`config.mk`:
```
export PLATFORM = sky130hd
export DESIGN_NAME = pulse_processing_top
export DESIGN_NICKNAME = d
export VERILOG_FILES = /design/src/rtl/pulse_processing_top.sv
export SDC_FILE = /design/constraint.sdc
export NUM_CORES = 1
export LEC_CHECK = 0
export ABC_AREA = 1
export CELL_PAD_IN_SITES_DETAIL_PLACEMENT = 0
export CELL_PAD_IN_SITES_GLOBAL_PLACEMENT = 1
export CORE_ASPECT_RATIO = 1.4
export CORE_MARGIN = 1.5
export CORE_UTILIZATION = 45
export CTS_CLUSTER_SIZE = 14
export DETAILED_ROUTE_END_ITERATION = 10
export PLACE_DENSITY = 0.91
export SLEW_MARGIN = 25
export SYNTH_ARGS = -nofsm -noshare
export SYNTH_HDL_FRONTEND = slang
export SYNTH_SLANG_ARGS = --single-unit
```
`constraint.sdc`:
```
create_clock -name clk210_p -period 7.9 [get_ports clk210_p]
set_input_delay 1.58 -clock clk210_p [delete_from_list [all_inputs] [get_ports clk210_p]]
set_output_delay 1.58 -clock clk210_p [all_outputs]
set_load 0.005 [all_outputs]
```
`src/rtl/pulse_processing_top.sv`:
```
// Pulse-fit stage: reads a 16-sample window from the ADC FIFO and reports peak amplitude,
// sub-sample peak position (parabolic interpolation) and a flat-top residual.
//
// state  | meaning
// IDLE   | wait for a full window in the FIFO
// READ   | rd_en high for NSAMP cycles, samples captured one cycle behind
// DRAIN  | rd_en low, last sample captured
// PREP   | form interpolation numerator/denominator and residual
// DIV    | 4-step restoring divide for the fractional offset
// UPDATE | publish results
module pulse_processing_top #(
  parameter int NSAMP     = 16,
  parameter int FRAC_BITS = 4
) (
  input  logic        clk210_p,
  input  logic        reset_p,
  output logic        fifo_adc_rd_en_p,
  input  logic [9:0]  fifo_adc_data_count_p,
  input  logic [79:0] fifo_adc_dout_p,
  output logic [15:0] result_a,
  output logic [7:0]  result_c,
  output logic [20:0] error
);

  typedef enum logic [2:0] {IDLE, READ, DRAIN, PREP, DIV, UPDATE} state_t;

  state_t      state;
  logic [3:0]  rd_cnt;
  logic        vld;
  logic [3:0]  cap_idx;
  logic [15:0] samp [16];
  logic [19:0] sum;
  logic [15:0] max_val;
  logic [3:0]  max_idx;
  logic [21:0] rem;
  logic [21:0] dvs;
  logic [3:0]  q;
  logic [1:0]  div_cnt;
  logic        neg;
  logic        zero_frac;
  logic [20:0] err_q;

  logic [15:0] adc;
  logic [15:0] ym;
  logic [15:0] yp;
  logic [16:0] absd;
  logic [17:0] den;
  logic        edge_pk;
  logic [20:0] err_c;
  logic [7:0]  frac8;
  logic        unused_ts;

  assign adc       = fifo_adc_dout_p[15:0];
  assign unused_ts = ^fifo_adc_dout_p[79:16];

  // Neighbour indices may wrap at the window edges; those cases are forced to frac=0.
  always_comb begin
    ym      = samp[max_idx - 4'd1];
    yp      = samp[max_idx + 4'd1];
    absd    = (ym >= yp) ? (17'(ym) - 17'(yp)) : (17'(yp) - 17'(ym));
    den     = {1'b0, max_val, 1'b0} - 18'(ym) - 18'(yp);
    edge_pk = (max_idx == 4'd0) || (max_idx == 4'(NSAMP - 1));
    err_c   = (21'(max_val) * 21'(NSAMP)) - 21'(sum);
    frac8   = 8'd0;
    if (!zero_frac) frac8 = neg ? (8'd0 - {4'd0, q}) : {4'd0, q};
  end

  always_ff @(posedge clk210_p or negedge reset_p) begin
    if (!reset_p) begin
      state            <= IDLE;
      fifo_adc_rd_en_p <= 1'b0;
      rd_cnt           <= '0;
      vld              <= 1'b0;
      cap_idx          <= '0;
      for (int i = 0; i < 16; i++) samp[i] <= '0;
      sum              <= '0;
      max_val          <= '0;
      max_idx          <= '0;
      rem              <= '0;
      dvs              <= '0;
      q                <= '0;
      div_cnt          <= '0;
      neg              <= 1'b0;
      zero_frac        <= 1'b0;
      err_q            <= '0;
      result_a         <= '0;
      result_c         <= '0;
      error            <= '0;
    end else begin
      // FIFO is standard-read: data for an rd_en cycle is valid the following cycle.
      vld <= fifo_adc_rd_en_p;
      if (vld) begin
        samp[cap_idx] <= adc;
        sum           <= ((cap_idx == 4'd0) ? 20'd0 : sum) + 20'(adc);
        if (cap_idx == 4'd0 || adc > max_val) begin
          max_val <= adc;
          max_idx <= cap_idx;
        end
        cap_idx <= cap_idx + 4'd1;
      end

      case (state)
        IDLE: begin
          if (fifo_adc_data_count_p >= 10'(NSAMP)) begin
            state            <= READ;
            fifo_adc_rd_en_p <= 1'b1;
            rd_cnt           <= '0;
            cap_idx          <= '0;
          end
        end
        READ: begin
          rd_cnt <= rd_cnt + 4'd1;
          if (rd_cnt == 4'(NSAMP - 1)) begin
            fifo_adc_rd_en_p <= 1'b0;
            state            <= DRAIN;
          end
        end
        DRAIN: state <= PREP;
        PREP: begin
          zero_frac <= edge_pk || (den == 18'd0);
          neg       <= ym > yp;
          rem       <= 22'({absd, 3'b000});
          dvs       <= 22'({den, 3'b000});
          q         <= '0;
          div_cnt   <= '0;
          err_q     <= err_c;
          state     <= DIV;
        end
        DIV: begin
          if (rem >= dvs) begin
            rem <= rem - dvs;
            q   <= {q[2:0], 1'b1};
          end else begin
            q   <= {q[2:0], 1'b0};
          end
          dvs     <= dvs >> 1;
          div_cnt <= div_cnt + 2'd1;
          if (div_cnt == 2'd3) state <= UPDATE;
        end
        UPDATE: begin
          result_a <= max_val;
          result_c <= (8'(max_idx) << FRAC_BITS) + frac8;
          error    <= err_q;
          state    <= IDLE;
        end
        default: state <= IDLE;
      endcase
    end
  end

endmodule

```
=== Word level (Yosys, flattened, before mapping) ===
Index checks and enable logic that the tools add are counted.

* Output and inout port bits: 46
* Word-level logic and storage cells: 118
* Register bits after elaboration: 427
* Input bits: 92

* Reductions and logical operators: 15
* Magnitude comparators: 9
* Add/subtract/negate cells: 14
* Bitwise operators: 3
* Eq/ne operators: 12
* Muxes and demuxes: 31

{| class="wikitable"
|+ Operator list
! kind !! count
|-
| $bwmux 256 || 1
|-
| $bmux 16 s4 || 2
|-
| $pmux 22 s2 || 2
|-
| $mux 16 || 5
|-
| $demux 16 s4 || 1
|-
| $sub 16x16->17 || 2
|-
| $gt 16x16->1 || 2
|-
| $ge 22x22->1 || 1
|-
| $mux 22 || 1
|-
| $sub 22x22->22 || 1
|-
| $sub 20x20->21 || 1
|-
| $add 20x16->20 || 1
|-
| $mux 20 || 1
|-
| $logic_not 18->1 || 1
|-
| $sub 17x16->18 || 1
|-
| $sub 18x16->18 || 1
|-
| $mux 17 || 1
|-
| $ge 16x16->1 || 1
|-
| $mux 4 || 4
|-
| $mux 8 || 2
|-
| $pmux 4 s2 || 2
|-
| $ge 5x5->1 const B || 3
|-
| $not 4->5 || 3
|-
| $pmux 3 s5 || 1
|-
| 24 further kinds || 43
|}

=== Longest topological paths before layout ===
* Word-level depth: 9
* Mapped depth: 37
* Mapped depth without buffers: 30

=== Least setup slack after synthesis ===
OpenSTA, ideal clock, no wires.

* Path kind: register to register
* Start: register max_idx[0]
* End: register zero_frac
* Path slack: 2.330 ns
* Path buffers: 9
* Arrival: 5.492 ns
* Cell stages (with the launch flop): 34
* Required time: 7.823 ns
* Library setup time: 0.077 ns
* Path through: dfrtp_1 buf_6 inv_4 buf_4 clkbuf_1 clkbuf_1 ha_1 buf_2 inv_1 buf_2 clkbuf_1 clkbuf_1 clkbuf_1 o211ai_1 o21ai_0 nand2_1 o21ai_0 inv_1 ha_1 fa_1 nand2_1 nand2_1 o21ai_0 inv_1 nand3_1 nand2_1 nand3_1 nand2_1 a21oi_1 nor2_1 nor2_1 xor2_1 nand3_1 a21oi_1

* Longest elaborated chain between the ends: 9
* Elaborated cells between the ends (all ways): 17

{| class="wikitable"
|+ RTL lines
! element !! RTL line !! RTL
|-
| start: declaration || 34 || <nowiki>logic [3:0] max_idx;</nowiki>
|-
| start signal: assignment || 97 || <nowiki>max_idx <= cap_idx;</nowiki>
|-
| $sub 4x1->4 || 58 || <nowiki>ym = samp[max_idx - 4'd1];</nowiki>
|-
| $not 4->5 (implied by the code) || 58 ||
|-
| $bmux 16 s4 || 58 ||
|-
| $mux 16 (implied by the code) (2 in a row) || 58 ||
|-
| $sub 17x16->18 || 61 || <nowiki>den = {1'b0, max_val, 1'b0} - 18'(ym) - 18'(yp);</nowiki>
|-
| $sub 18x16->18 || 61 ||
|-
| $logic_not 18->1 || 120 || <nowiki>zero_frac <= edge_pk || (den == 18'd0);</nowiki>
|-
| $logic_or 1x1->1 (*) || 120 ||
|-
| end signal: assignment || 120 ||
|-
| end: declaration || 40 || <nowiki>logic zero_frac;</nowiki>
|}

Mark *: on every way between the ends. The rest lies on a longest branch, timed or not. The select of a mux whose other input is x is not followed.
A chain may end at the register's enable or synchronous reset.

=== Final worst setup path ===
Ends and elaborated chain as after synthesis.

==> results.md <==
* Outcome: completed
* Final Skew at 0.0291 ns
* Clk root buf: clkbuf_16
* Post-Route WL at 73,400 um
* Final Slew Violations at 0
* Most frequent cells in the layout: nand2_1 (1,062), o21ai_0 (482), dfrtp_1 (425), inv_1 (296), nand3_1 (196)
* Overflow after GRT at 0
* Number of synthesized register bits at 426
* CP Class: reg2reg
* Proportion of layout cells with a drive suffix above 1 at 4.92%
* # rows at 103
* DPL Wire Length at 49,900 um
* GRT Total Usage at 25.0%
* Final Hold Fails at 0
* Layout net count at 3,686
* Die area at 0.0590 sq mm
* Yosys Warn Count at 0
* P&R area growth vs syn at 11.0%
* Final non-filler cell area at 0.0287 sq mm
* DR iter-0 viols at 1,831
* Final period util at 80.2%
* Fillers at 5,568
* Post-Layout Cell Count at 4,211
* Critical path launch point type: flop
* Vias per cell at 5.39
* Tmin final at 6.34 ns
* Cell area after synthesis at 0.0259 sq mm
* Die height at 287 um
* Worst Path Required at 8.41 ns
* I/O Pins at 138
* # port buffers at 69
* Routed WL per cell at 17.4 um
* Synth area leaders: dfrtp_1 (41%), nand2_1 (15%), o21ai_0 (9.3%)
* Drt pass-1 iters at 6
* Clock sinks at 426
* Die Span X at 206 um
* Cells after DPL at 4,129
* Avg Cell Area, Syn at 7.47 sq um
* Max-Cap Viols at 0
* GP Congestion at 0.902
* Post-CTS setup buffer count at 0
* RSZ-0062 raised after global routing: false
* Nature of the critical path endpoint: flop
* Final ANT Viol Nets at 0
* Netlist cell types at 55
* Seq/Total Area, Yosys at 41.2%
* Maximum fanout along the worst path at 67
* Hold WC Path Type: reg2reg
* Synth top area share at 41.2%
* # diodes at 0
* Post-CTS Resized at 0
* First-pass GRT wire length at 116,000 um
* Initial core utilization at 45.7%
* # DRC at 0
* Clk slew on worst S/H paths at 0.06 ns
* CTS Buf Count at 44
* Worst Tran Pin Value at 1.00 ns
* CORE AREA at 0.0566 sq mm
* TNS Setup at 0 ns
* Commonest non-fill, non-tap cell in the layout: nand2_1
* Area after DPL at 0.0271 sq mm
* Final setup vio count at 0
* Worst EP arrival at 6.85 ns
* CTS H-tree depth at 2
* Slew HR at 32.4%
* TritonCTS clock tree: yes
* F_max at 158 MHz
* Vias in the first global route at 21,488
* Maximum number of pins on one net before global-route repair at 150
* Main synth FF type: dfrtp_1
* EDFF count, synth at 0
* Initial antenna violation count at 0
* Ys async rst share at 100%
* DR vias at 22,687
* Worst-skew pair later-pin latency at 0.60 ns
* Clk buf depth at 3
* Gate Count Post-Synth at 3,462
* # hold bufs at CTS at 0
* Syn Nets at 3,707
* Area leader, netlist: dfrtp_1
==> per-stage QoR <==
stage	util [%]	hold WS, ns	setup slack, ns
after floorplan	-	0.396	2.33
after CTS	50.6	0.437	1.61
final	50.7	0.429	1.56
after global placement	47.9	0.419	1.70
after global routing	50.7	0.452	1.09
after detailed placement	47.9	0.414	1.64
==> layout make-up <==
type / instances / area [sq um] / share of cell area (%)
clock inverters: 18 / 244 / 0.850
inverters: 310 / 1170 / 4.07
clock buffers: 63 / 1290 / 4.51
well taps: 735 / 920 / 3.20
repair buffers: 108 / 1030 / 3.60
flip-flops and latches: 426 / 10700 / 37.2
multi-input cells: 2551 / 13400 / 46.6
==> registers in the layout (all words and copies together) (netlist names) <==
name and count:
max_val 16, cap_idx 4, div_cnt 2, rem 22, state 3, rd_cnt 4, zero_frac 1, result_c 8
error 21, neg 1, result_a 16, sum 20, vld 1, fifo_adc_rd_en_p 1, max_idx 4, err_q 21
samp 256, dvs 21, q 4
==> cell usage after synthesis (all sizes together), types with 2 or more instances <==
cell / count
xor2: 46
nand3: 199
a21o: 10
o211ai: 17
a221oi: 2
a21boi: 5
xnor2: 27
dfrtp: 426
a211oi: 2
a22o: 2
a32o: 11
o21bai: 15
clkbuf: 143
ha: 137
o31ai: 4
o22ai: 22
nor3: 17
a31oi: 7
buf: 32
a31o: 5
fa: 16
clkinv: 4
o221ai: 16
a22oi: 2
o21ai: 487
a21oi: 181
or2: 8
mux2i: 19
o21a: 3
nand4: 15
nor4: 5
nor2: 185
nand2: 1080
inv: 306
==> worst max-delay path: stages (launching register included) <==
cell and delay, ns:
dfrtp_4 0.94, inv_4 0.07, ha_4 0.65, clkinv_2 0.55
a21oi_1 0.28, a32o_1 0.18, inv_1 0.05, o21ai_0 0.57
inv_1 0.19, fa_1 0.51, inv_1 0.04, ha_1 0.34
o21ai_0 0.41, inv_1 0.11, nand3_1 0.09, nand2_1 0.11
nand3_1 0.10, nand2_1 0.08, a21oi_1 0.13, nor2_1 0.05
nor2_1 0.11, xor2_1 0.22, nand3_1 0.24, a21oi_1 0.19
==> worst paths after layout <==
| kind | endpoint | cells past startpoint | startpoint | slack (ns) |
|---|---|---|---|---|
| max | zero_frac | 23 | max_idx[0] | 1.56 |
| min | vld | 0 | fifo_adc_rd_en_p | 0.43 |
| max reg2reg | zero_frac | 23 | max_idx[0] | 1.56 |
| min reg2reg | vld | 0 | fifo_adc_rd_en_p | 0.43 |
| max in group asynchronous | max_idx[0] | 3 | reset_p | 5.47 |
| min in group asynchronous | rem[17] | 1 | reset_p | 0.88 |
==> kinds of logic (layout without fill, tap and decap cells) <==
logic type / Yosys count / after routing / synth area share [%]
simple gates: 1513 / 1513 / 23.7
compound gates: 793 / 793 / 16.7
buf+inv: 485 / 499 / 7.29
flops: 426 / 426 / 41.2
fa+ha+maj: 153 / 153 / 7.86
xor+xnor: 73 / 73 / 2.50
mux: 19 / 19 / 0.735
==> routing by layer <==
layer / wire length [um] / vias up / global-route usage (%)
li1: - / 11284 / -
met5: 0 / - / 0
met1: 30600 / 10713 / 30.9
met2: 36500 / 532 / 44.0
met3: 3340 / 158 / 3.03
met4: 2980 / 0 / 9.95
Power is not shown: default switching activity piles up to over one toggle a cycle in this logic, so the estimate is an artifact.
